### src/rtl/soin_bpredictor_resolve_pkg.sv
// Shared field offsets and counter constants for branch-resolve and predictor training.
// Meta layouts: fetch meta {ras, ctr byte, lu index}, update meta {ras, be, new byte, index}.
package soin_bpredictor_resolve_pkg;

    localparam int RAS_HI     = 23;
    localparam int RAS_LO     = 20;
    localparam int BE_HI      = 19;
    localparam int BE_LO      = 16;
    localparam int BYTE_HI    = 15;
    localparam int BYTE_LO    = 8;
    localparam int IDX_HI     = 7;
    localparam int IDX_LO     = 0;
    localparam int LU_IDX_HI  = 11;
    localparam int LU_IDX_LO  = 0;
    localparam int IN_BYTE_HI = 19;
    localparam int IN_BYTE_LO = 12;

    localparam int CTR_W = 2;
    localparam logic [CTR_W-1:0] CTR_SAT_MAX = 2'd3;
    localparam logic [CTR_W-1:0] CTR_SAT_MIN = 2'd0;

endpackage

### src/rtl/soin_bpredictor_ctr_update.sv
// Trains one 2-bit saturating counter inside a packed byte of four counters.
// Purely combinational; the other three slots pass through untouched.
module soin_bpredictor_ctr_update
    import soin_bpredictor_resolve_pkg::*;
#(
    parameter logic [CTR_W-1:0] CTR_MAX = CTR_SAT_MAX
) (
    input  logic [7:0] i_byte,
    input  logic [1:0] i_slot,
    input  logic       i_dir,
    output logic [7:0] o_byte
);

    logic [CTR_W-1:0] w_ctr;
    logic [CTR_W-1:0] w_next;

    always_comb begin
        w_ctr  = i_byte[{i_slot, 1'b0} +: CTR_W];
        w_next = w_ctr;
        if (i_dir) begin
            if (w_ctr != CTR_MAX) w_next = w_ctr + 2'd1;
        end else begin
            if (w_ctr != CTR_SAT_MIN) w_next = w_ctr - 2'd1;
        end
        o_byte = i_byte;
        o_byte[{i_slot, 1'b0} +: CTR_W] = w_next;
    end

endmodule

### src/rtl/soin_bpredictor_resolve.sv
// Execute-side branch resolve: one-cycle registered update bundle, redirect and RAS recovery.
// resolve_stall freezes every register; SOIN_BPU_FWD_EN adds a last-write byte forward.
module soin_bpredictor_resolve
    import soin_bpredictor_resolve_pkg::*;
#(
    parameter int META_W  = 24,
    parameter int CTR_MAX = 3
) (
    input  logic              clk,
    input  logic              reset,
    input  logic              resolve_stall,
    input  logic              ex_valid,
    input  logic [31:0]       ex_PC,
    input  logic [META_W-1:0] ex_meta,
    input  logic              ex_p_dir,
    input  logic [31:0]       ex_p_target,
    input  logic              ex_is_cond,
    input  logic              ex_is_call,
    input  logic              ex_is_ret,
    input  logic              ex_epoch,
    input  logic              ex_a_dir,
    input  logic [31:0]       ex_a_target,
    output logic              execute_bpredictor_update,
    output logic [31:0]       execute_bpredictor_PC,
    output logic [31:0]       execute_bpredictor_target,
    output logic              execute_bpredictor_dir,
    output logic              execute_bpredictor_miss,
    output logic [META_W-1:0] execute_bpredictor_meta,
    output logic              execute_bpredictor_recover_ras,
    output logic              resolve_redirect,
    output logic [31:0]       resolve_redirect_PC,
    output logic              resolve_epoch
);

    logic              w_accept;
    logic              w_miss;
    logic [31:0]       w_actual;
    logic [3:0]        w_ras_in;
    logic [3:0]        w_ras_rec;
    logic [3:0]        w_be;
    logic [7:0]        w_idx;
    logic [7:0]        w_byte_in;
    logic [7:0]        w_new_byte;
    logic [23:0]       w_meta_out;
    logic              w_unused_lu;

    logic              r_update;
    logic [31:0]       r_pc;
    logic [31:0]       r_target;
    logic              r_dir;
    logic              r_miss;
    logic [META_W-1:0] r_meta;
    logic              r_recover;
    logic              r_redirect;
    logic [31:0]       r_redirect_pc;
    logic              r_epoch;

    assign w_accept    = ex_valid & (ex_epoch == r_epoch) & ~resolve_stall;
    assign w_actual    = ex_a_dir ? ex_a_target : (ex_PC + 32'd4);
    assign w_miss      = (ex_p_dir != ex_a_dir) | (ex_p_target != w_actual);
    assign w_ras_in    = ex_meta[RAS_HI:RAS_LO];
    assign w_be        = ex_is_cond ? (4'b0001 << ex_PC[5:4]) : 4'b0000;
    assign w_idx       = ex_meta[IDX_HI:IDX_LO];
    assign w_unused_lu = ^ex_meta[LU_IDX_HI:IDX_HI+1];

    always_comb begin
        w_ras_rec = w_ras_in;
        if (ex_is_call)     w_ras_rec = w_ras_in + 4'd1;
        else if (ex_is_ret) w_ras_rec = w_ras_in - 4'd1;
    end

`ifdef SOIN_BPU_FWD_EN
    logic       r_fwd_vld;
    logic [7:0] r_fwd_idx;
    logic [3:0] r_fwd_be;
    logic [7:0] r_fwd_byte;
    logic       w_fwd_hit;

    assign w_fwd_hit = r_fwd_vld & ex_is_cond & (r_fwd_idx == w_idx) & (r_fwd_be == w_be);
    assign w_byte_in = w_fwd_hit ? r_fwd_byte : ex_meta[IN_BYTE_HI:IN_BYTE_LO];

    // A redirect means the table may have moved on; never forward across an epoch change.
    always_ff @(posedge clk) begin
        if (reset) begin
            r_fwd_vld  <= 1'b0;
            r_fwd_idx  <= '0;
            r_fwd_be   <= '0;
            r_fwd_byte <= '0;
        end else if (w_accept) begin
            if (w_miss) begin
                r_fwd_vld <= 1'b0;
            end else if (ex_is_cond) begin
                r_fwd_vld  <= 1'b1;
                r_fwd_idx  <= w_idx;
                r_fwd_be   <= w_be;
                r_fwd_byte <= w_new_byte;
            end
        end
    end
`else
    assign w_byte_in = ex_meta[IN_BYTE_HI:IN_BYTE_LO];
`endif

    soin_bpredictor_ctr_update #(
        .CTR_MAX (CTR_W'(CTR_MAX))
    ) u_ctr_update (
        .i_byte (w_byte_in),
        .i_slot (ex_PC[3:2]),
        .i_dir  (ex_a_dir),
        .o_byte (w_new_byte)
    );

    assign w_meta_out = {w_ras_rec, w_be, w_new_byte, w_idx};

    always_ff @(posedge clk) begin
        if (reset) begin
            r_update      <= 1'b0;
            r_pc          <= '0;
            r_target      <= '0;
            r_dir         <= 1'b0;
            r_miss        <= 1'b0;
            r_meta        <= '0;
            r_recover     <= 1'b0;
            r_redirect    <= 1'b0;
            r_redirect_pc <= '0;
            r_epoch       <= 1'b0;
        end else if (!resolve_stall) begin
            r_update   <= w_accept & ex_is_cond;
            r_recover  <= w_accept & w_miss;
            r_redirect <= w_accept & w_miss;
            if (w_accept) begin
                r_pc          <= ex_PC;
                r_target      <= w_actual;
                r_dir         <= ex_a_dir;
                r_miss        <= w_miss;
                r_meta        <= META_W'(w_meta_out);
                r_redirect_pc <= w_actual;
                if (w_miss) r_epoch <= ~r_epoch;
            end
        end
    end

    assign execute_bpredictor_update      = r_update;
    assign execute_bpredictor_PC          = r_pc;
    assign execute_bpredictor_target      = r_target;
    assign execute_bpredictor_dir         = r_dir;
    assign execute_bpredictor_miss        = r_miss;
    assign execute_bpredictor_meta        = r_meta;
    assign execute_bpredictor_recover_ras = r_recover;
    assign resolve_redirect               = r_redirect;
    assign resolve_redirect_PC            = r_redirect_pc;
    assign resolve_epoch                  = r_epoch;

endmodule

### config.mk
export PLATFORM = sky130hd
export DESIGN_NAME = soin_bpredictor_resolve
export DESIGN_NICKNAME = d
export VERILOG_FILES = /design/src/rtl/soin_bpredictor_resolve_pkg.sv /design/src/rtl/soin_bpredictor_ctr_update.sv /design/src/rtl/soin_bpredictor_resolve.sv
export SDC_FILE = /design/constraint.sdc
export NUM_CORES = 1
export LEC_CHECK = 0
export ABC_AREA = 1
export ABC_CLOCK_PERIOD_IN_PS = 3300
export BUFFER_PORTS_ARGS = -buffer_cell sky130_fd_sc_hd__buf_2
export CAP_MARGIN = 40
export CORE_AREA = 5 5 136 138
export CTS_BUF_LIST = sky130_fd_sc_hd__clkbuf_16
export CTS_CLUSTER_DIAMETER = 200
export CTS_CLUSTER_SIZE = 28
export DETAILED_ROUTE_END_ITERATION = 16
export DIE_AREA = 0 0 141 143
export GPL_TIMING_DRIVEN = 0
export PLACE_DENSITY = 0.65
export SKIP_CTS_REPAIR_TIMING = 1
export SYNTH_ARGS = -nofsm -noshare
export SYNTH_HDL_FRONTEND = slang
export SYNTH_SLANG_ARGS = --single-unit
### constraint.sdc
create_clock -name clk -period 3.3 [get_ports clk]
set_clock_uncertainty 0.15 [all_clocks]
set_input_delay 0.165 -clock clk [delete_from_list [all_inputs] [get_ports clk]]
set_output_delay 0.165 -clock clk [all_outputs]
set_load 0.02 [all_outputs]
==> results.yml, run 1 <==
power_and_ir_drop:
  p_switching_mw: 1.05
  power_mw: 3.07
  clkPwrFrac_pct: 33.3
  p_int_mw: 2.02
  combPwrFrac_pct: 26.5
  leakagePower_nw: 4.25
  seqPwrFrac_pct: 40.2
  p_per_area_nw_per_um2: 384
  sw_frac_of_total_pct: 34.3
  peakVddDrop_mv: 0.250
timing:
  whs_ns: -0.0361
  report.final.slew_viol_count: 0
  tns_ns: 0
  hold_viol: 17
  fmax_mhz: 372
  rsz0062_at_grt: "no"
  worst_pin_slew_ns: 0.711
  fin_crit_sh_pct: 81.4
  fin_crit_ns: 2.69
  setup_viol: 0
  slew_headroom_pct: 52.6
cells_and_area:
  post-route-util_pct: 47.0
  design_area_sq_um: 8010
  final_common_cell: "buf_2"
  final_cell_mix: "buf_2, nand2_1, dfxtp_1, o21ai_0, inv_1"
  drive_above_1_share_pct: 29.0
  num-nets-final: 1351
  final_cells: 1445
  area_growth_pct: 36.7
setup_path:
  path_max_fanout: 9
  crit_type: "input pin to flop"
  worstSetupStartpoint: "ex_PC[4]"
  worstSetupStartpointType: "input pin"
  arrival_ns: 2.76
  end_kind: "flop"
  r2r-start: "resolve_epoch"
  cp.required_ns: 3.37
synth:
  yosys_register_bits: 93
  synth_async_sr_flop_share_pct: 0
  synth_edf_count: 0
  postSynthAreaPerCell_sq_um: 6.38
  yosysWarnings: 0
  synth-main-ff-cell: "dfxtp_1"
  syn-cell-area_sq_um: 5860
  synth_cells: 919
  ys_seq_area_share_pct: 31.8
  synthesis.nets: 1056
  ys_types: 42
routing:
  viasPerCell: 4.87
  ant_nets: 0
  wire_per_inst_um: 17.0
  drc: 0
  firstDrtPassIters: 5
  vias: 7038
  drtIter0Drc: 451
  routed_wl_um: 24500
die:
  initial_core_util_pct: 34.4
  core_region_area_sq_um: 17100
  die_w_um: 141
  ios: 256
  die_h_um: 143
  rows: 48
  die_area_sq_um: 20200
run_status:
  status: "finished, violations left"
  violations: "negative hold slack"
hold_path:
  min_from: "ex_meta[14]"
  worstHoldPathType: "input pin to flop"
placed_design:
  gp_congestion: 0.909
  hpwl_um: 19600
  io_buffer_count: 251
  dpl.cell_count: 1395
  placed_area_sq_um: 7400
clock_network:
  cts_buffers: 9
  htreeDepth: 3
  cts_buffer_depth: 2
  clkSlewWorstSetupHoldPaths_ns: 0.07
  clk_latency_ns: 0.36
  numClockSinks: 93
  cts_tree: "built"
  clockRootBuffer: "clkbuf_16"
grt:
  antenna_found_initial: 4
  grt_max_degree: 18
  grt_usage_pct: 23.6
  overflow: 0
  first_global_vias: 6685
  grt_pass1_wl_um: 37000
job:
  max_cap_violations: 0
==> per-stage QoR <==
step,hold WS (ns),setup slack [ns]
global placement,0.266,0.482
finish,-0.0361,0.613
detailed placement,0.273,0.467
CTS,-0.109,0.839
floorplan,0.155,1.17
global route,0.000162,0.448
==> layer usage <==
metal | global-route usage [%] | share of wire (%) | vias up
li1 | - | - | 3557
met1 | 31.0 | 44 | 3152
met2 | 39.1 | 46 | 279
met3 | 5.79 | 8.2 | 42
met4 | 6.17 | 2.0 | 8
met5 | 0 | 0.18 | -
==> path summary, 6_finish.rpt <==
| check | end | slack, ns | cells after the start |
|---|---|---|---|
| worst max-delay path | execute_bpredictor_miss | 0.61 | 15 |
| worst min-delay path | execute_bpredictor_meta[10] | -0.04 | 3 |
| worst min register to register | execute_bpredictor_meta[18] | 0.32 | 2 |
| worst max register to register | execute_bpredictor_meta[20] | 0.88 | 6 |
==> critical path: stages <==
cell and delay, ns:
dlygate4sd3_1 0.54, buf_2 0.18, nand2_1 0.10, nor2_4 0.25, nand3_1 0.27, o21ai_0 0.24
nand3_1 0.19, nand3_1 0.12, nand2_1 0.06, nor2_1 0.08, nand2_1 0.06, nor2_1 0.17
nand3_2 0.14, nand2_1 0.11, a21oi_1 0.07
==> power by group through the flow <==
stage | clock (mW) | sequential, mW | combinational (mW)
final | 1.02 | 1.24 | 0.814
after global routing | 1.09 | 1.25 | 0.896
after CTS | 1.04 | 1.24 | 0.784
after detailed placement | 0 | 1.26 | 0.781
after global placement | 0 | 1.26 | 0.777
after floorplan | 0 | 1.34 | 0.379
==> Yosys cell counts (7+ instances only) <==
cell	instances	area, sq um
dfxtp_1	93	1860
nor2_4	7	78.8
o21ai_0	90	450
nand2_1	225	845
clkbuf_1	26	97.6
inv_1	88	330
nand4_1	7	43.8
nand3b_1	14	105
buf_4	35	263
or2_2	21	131
ha_1	7	87.6
nor2_1	84	315
a21oi_1	84	420
nand3_1	80	400
==> kinds of logic after synthesis <==
| kind of cell | share of synthesized area [%] |
|---|---|
| AOI/OAI and AO/OA | 17.0 |
| xor gates and xnor gates | 0.897 |
| adders and majority gates | 1.49 |
| buffers and inverters | 13.3 |
| DFF | 31.8 |
| muxes | 0.171 |
| and+or+nand+nor | 35.4 |
==> flip-flops by register name (all words and copies together), names as in the netlist <==
register                   cells
execute_bpredictor_PC         32
execute_bpredictor_dir         1
execute_bpredictor_meta       24
execute_bpredictor_miss        1
execute_bpredictor_update      1
resolve_epoch                  1
resolve_redirect               1
resolve_redirect_PC           32
==> final cells by class <==
class / count / area, sq um
buffer: 70 / 422
multi-input combinational: 663 / 3220
timing repair buffer: 284 / 1590
inverter: 93 / 357
sequential: 93 / 1860
tap: 225 / 282
clock buffer: 9 / 225
clock inverter: 7 / 57.6
antenna: 1 / 2.50
fill: 1813 / 9040
Power figures use the tool's default switching activity.
==> run 2: changes to the inputs <==
--- a/config.mk
+++ b/config.mk
@@ -6,7 +6,7 @@
 export NUM_CORES = 1
 export LEC_CHECK = 0
 export ABC_AREA = 1
-export ABC_CLOCK_PERIOD_IN_PS = 3300
+export ABC_CLOCK_PERIOD_IN_PS = 2500
 export BUFFER_PORTS_ARGS = -buffer_cell sky130_fd_sc_hd__buf_2
 export CAP_MARGIN = 40
 export CORE_AREA = 5 5 136 138
==> constraint.sdc (replaced) <==
create_clock -name clk -period 2.5 [get_ports clk]
set_clock_uncertainty 0.15 [all_clocks]
set_input_delay 0.125 -clock clk [delete_from_list [all_inputs] [get_ports clk]]
set_output_delay 0.125 -clock clk [all_outputs]
set_load 0.02 [all_outputs]
==> results.yml, run 2 (synthesized netlist as in run 1, its figures left out) <==
run_status:
  status: "finished, violations left"
  violations: "negative hold slack"
routing:
  ant_nets: 0
  routed_wl_um: 24900
  drtIter0Drc: 471
  viasPerCell: 4.90
  vias: 7189
  drc: 0
  firstDrtPassIters: 5
  wire_per_inst_um: 17.0
cells_and_area:
  fill_cells: 1811
  area_growth_pct: 40.6
  seq_area_sq_um: 1860
  final_common_cell: "buf_2"
  final_cell_mix: "buf_2, nand2_1, dfxtp_1, o21ai_0, inv_1"
  design_area_sq_um: 8240
  multi_input_area_sq_um: 3240
  num-nets-final: 1371
  drive_above_1_share_pct: 29.5
  post-route-util_pct: 48.3
timing:
  whs_ns: -0.0246
  worst_pin_slew_ns: 0.700
  fmax_mhz: 436
  report.final.slew_viol_count: 0
  setup_viol: 0
  slew_headroom_pct: 53.3
  fin_crit_sh_pct: 91.8
  fin_crit_ns: 2.29
  hold_viol: 6
power_and_ir_drop:
  clkPwrFrac_pct: 32.9
  seqPwrFrac_pct: 40.0
  leakagePower_nw: 4.34
  sw_frac_of_total_pct: 34.2
  p_per_area_nw_per_um2: 496
  combPwrFrac_pct: 27.1
  peakVddDrop_mv: 0.332
  p_int_mw: 2.69
  p_switching_mw: 1.40
die:
  rows: 48
  die_w_um: 141
  initial_core_util_pct: 34.4
  core_region_area_sq_um: 17100
  ios: 256
  die_h_um: 143
  die_area_sq_um: 20200
setup_path:
  path_depth: 18
  r2r_setup_slack_ns: 0.31
  crit_chain: "buf_2 -> ha_1 -> inv_1 -> nor2_4 -> buf_4 -> nand2_1 -> nand3_1 -> nand2_1 -> nand2_1 -> nand2_1 -> nor2_1 -> nand2_1 -> nor2_1 -> nand2_1 -> nor3_4 -> nand3_2 -> nand2_1 -> a21oi_1"
  rr_worst_depth: 7
  critPathTopFamily: "simple AND/OR/NAND/NOR gates"
  end_kind: "flop"
  crit_top_cell: "nand2_1"
  slowest_delay_ns: 0.24
  worstSetupStartpointType: "input pin"
  arrival_ns: 2.37
  cp_num_buf_inv: 3
  crit_slowest_cell: "nor2_4"
  path_max_fanout: 6
  cp.required_ns: 2.57
  crit_type: "input pin to flop"
hold_path:
  hold_depth: 3
  worstHoldPathType: "input pin to flop"
placed_design:
  gp_congestion: 0.909
  placed_area_sq_um: 7400
  hpwl_um: 19600
  io_buffer_count: 251
clock_network:
  cts_buffers: 9
  cts_buffer_depth: 2
  clkSlewWorstSetupHoldPaths_ns: 0.07
  clk_latency_ns: 0.36
  numClockSinks: 93
  clockRootBuffer: "clkbuf_16"
  cts_tree: "built"
  htreeDepth: 3
grt:
  first_global_vias: 6685
  grt_usage_pct: 23.6
  overflow: 0
  antenna_found_initial: 3
  grt_pass1_wl_um: 37000
  grt_max_degree: 18
job:
  max_cap_violations: 0
## run 2: cell count changes in the layout (fill, tap and decap cells not counted), sizes merged
cell,before,now
diode,1,2
dlygate4sd3,33,52
nor2,96,97
## run 2: stage by stage
stage	setup TNS (ns)	cells	setup WS [ns]	power, mW	hold slack (ns)
finish	0	1466	0.206	4.08	-0.0246
global route	-0.0330	1464	-0.0137	4.29	0.00136
CTS	0	1411	0.0387	4.04	-0.149
detailed placement	-0.863	1395	-0.293	2.70	0.233
global placement	-0.818	1395	-0.278	2.69	0.226
floorplan	0	919	0.413	2.27	0.115
## run 2: layout make-up
cell class                      count  area share (%)
Timing Repair Buffer              304            21.7
Antenna cell                        2          0.0607
Sequential cell                    93            22.6
Multi-Input combinational cell    664            39.4
Buffer                             69            5.16
Clock inverter                      7           0.698
Clock buffer                        9            2.73
Tap cell                          225            3.42
Inverter                           93            4.33
## run 2: worst register-to-register path, stage by stage (launching register included)
cell      delay (ns)
dfxtp_1         0.41
xnor2_1         0.15
nand3_1         0.16
inv_2           0.34
clkbuf_1        0.59
nand2_1         0.14
o211ai_1        0.11
inv_1           0.05
## run 2: power by group through the flow
| stage | logic (mW) | clock network [mW] | registers [mW] |
|---|---|---|---|
| detailed placement | 1.03 | 0 | 1.66 |
| finish | 1.11 | 1.34 | 1.63 |
| global placement | 1.03 | 0 | 1.66 |
| floorplan | 0.500 | 0 | 1.77 |
| global route | 1.22 | 1.43 | 1.65 |
| CTS | 1.03 | 1.37 | 1.63 |
## run 2: per-layer routing
metal  wire length (um)  global-route usage, %  vias to the layer above  part of all wire, %
met4                444                   6.17                        6                  1.8
li1                   -                      -                     3600                    -
met3               2200                   5.79                       39                  8.8
met1              10800                   31.0                     3229                   43
met2              11500                   39.1                      315                   46
met5                 37                      0                        -                 0.15
## run 2: worst paths after layout
path | startpoint | end
max | ex_PC[3] | execute_bpredictor_miss
min | ex_PC[13] | execute_bpredictor_PC[13]
max reg2reg | resolve_epoch | resolve_redirect_PC[23]
min reg2reg | execute_bpredictor_meta[18] | execute_bpredictor_meta[18]
==> run 3: changes to the inputs <==
--- a/config.mk
+++ b/config.mk
@@ -17,7 +17,9 @@
 export DIE_AREA = 0 0 141 143
 export GPL_TIMING_DRIVEN = 0
 export PLACE_DENSITY = 0.65
+export REMOVE_ABC_BUFFERS = 1
 export SKIP_CTS_REPAIR_TIMING = 1
 export SYNTH_ARGS = -nofsm -noshare
 export SYNTH_HDL_FRONTEND = slang
 export SYNTH_SLANG_ARGS = --single-unit
+export TNS_END_PERCENT = 20
==> results.yml, run 3 (synthesized netlist as in run 1, its figures left out) <==
grt:
  grt_usage_pct: 19.0
  grt_max_degree: 92
  overflow: 0
  antenna_found_initial: 2
  grt_pass1_wl_um: 30600
  first_global_vias: 5816
placed_design:
  gp_congestion: 0.853
  io_buffer_count: 251
  dpl.cell_count: 1329
  dp_slack_ns: -0.451
  hpwl_um: 15300
  placed_area_sq_um: 7060
clock_network:
  cts_tree: "built"
  clk_latency_ns: 0.35
  clkSlewWorstSetupHoldPaths_ns: 0.07
  clockRootBuffer: "clkbuf_16"
  numClockSinks: 93
  cts_buffer_depth: 2
  htreeDepth: 3
  cts_buffers: 9
routing:
  drtIter0Drc: 406
  viasPerCell: 4.75
  ant_nets: 0
  vias: 6654
  routed_wl_um: 20900
  drc: 0
  firstDrtPassIters: 5
  wire_per_inst_um: 14.9
timing:
  hold_viol: 9
  whs_ns: -0.0667
  setup_viol: 0
  fin_crit_ns: 2.29
  worst_pin_slew_ns: 0.450
  rsz0062_at_grt: "no"
  fmax_mhz: 436
  fin_crit_sh_pct: 91.7
  setup_slack_ns: 0.207
  slew_headroom_pct: 70.0
  tns_ns: 0
  report.final.slew_viol_count: 0
setup_path:
  r2r-start: "resolve_epoch"
  rr_worst_depth: 8
  cp.required_ns: 2.59
  reg2reg_to: "resolve_redirect_PC[27]"
  crit_type: "input pin to flop"
  worstSetupStartpointType: "input pin"
  r2r_setup_slack_ns: 0.34
  end_kind: "flop"
  path_max_fanout: 11
  worstSetupStartpoint: "ex_PC[2]"
  arrival_ns: 2.39
  cp-endpoint: "resolve_epoch"
cells_and_area:
  drive_above_1_share_pct: 27.6
  area_growth_pct: 36.0
  fill_cells: 1771
  final_common_cell: "buf_2"
  final_cells: 1400
  design_area_sq_um: 7970
  num_antenna_cells: 0
  num-nets-final: 1307
  final_cell_mix: "buf_2, nand2_1, dfxtp_1, o21ai_0, inv_1"
hold_path:
  min_from: "ex_a_target[15]"
  worstHoldPathType: "input pin to flop"
power_and_ir_drop:
  clkPwrFrac_pct: 36.3
  combPwrFrac_pct: 24.5
  p_per_area_nw_per_um2: 519
  peakVddDrop_mv: 0.327
  seqPwrFrac_pct: 39.2
  sw_frac_of_total_pct: 31.6
  p_switching_mw: 1.31
  p_int_mw: 2.83
  leakagePower_nw: 4.14
job:
  max_cap_violations: 0
die:
  die_area_sq_um: 20200
  core_region_area_sq_um: 17100
  die_w_um: 141
  ios: 256
  initial_core_util_pct: 34.4
  rows: 48
  die_h_um: 143
run_status:
  status: "finished, violations left"
  violations: "negative hold slack"
-- run 3: per-stage QoR --
stage	util (%)	power, mW
floorplan	-	2.20
global placement	40.9	2.57
detailed placement	41.4	2.59
CTS	43.3	4.10
global route	46.7	4.36
finish	46.7	4.14
-- run 3: area by class of cell --
cell class | instances | area [sq um] | area share [%]
Multi-Input combinational cell | 664 | 3250 | 40.8
Timing Repair Buffer | 309 | 1880 | 23.6
Sequential cell | 93 | 1860 | 23.4
Inverter | 93 | 375 | 4.71
Tap cell | 225 | 282 | 3.53
Clock buffer | 9 | 225 | 2.83
Clock inverter | 7 | 91.3 | 1.15
-- run 3: how the worst min path moves through the flow --
stage	end	slack, ns	cells past startpoint
detailed placement	execute_bpredictor_meta[7]	0.23	3
CTS	execute_bpredictor_meta[7]	-0.14	3
global placement	execute_bpredictor_meta[4]	0.22	3
finish	resolve_redirect_PC[15]	-0.07	3
global route	resolve_redirect_PC[15]	0.009	3
floorplan	execute_bpredictor_meta[16]	0.04	1
-- run 3: power groups by stage --
stage,combinational [mW],clock [mW],sequential (mW)
floorplan,0.383,0,1.81
global route,1.12,1.60,1.64
CTS,0.939,1.54,1.62
finish,1.01,1.50,1.62
global placement,0.916,0,1.65
detailed placement,0.935,0,1.66
-- run 3: routing by layer --
| layer | up-vias | wire [um] | global-route usage, % |
|---|---|---|---|
| met5 | - | 14 | 0 |
| met1 | 2969 | 9100 | 24.9 |
| met2 | 190 | 10100 | 31.8 |
| met3 | 25 | 1270 | 3.78 |
| li1 | 3466 | - | - |
| met4 | 4 | 378 | 5.92 |
-- run 3: worst max-delay path, cell delays in order --
cell	delay [ns]
buf_4	0.19
ha_2	0.24
inv_1	0.13
nor2_4	0.20
nand2_2	0.13
o21ai_0	0.25
nand3_2	0.15
nand3b_1	0.12
nand2_1	0.07
nor2_2	0.19
nand2_1	0.14
nor3_4	0.13
nand3_2	0.12
a21oi_1	0.14
nor2_1	0.06
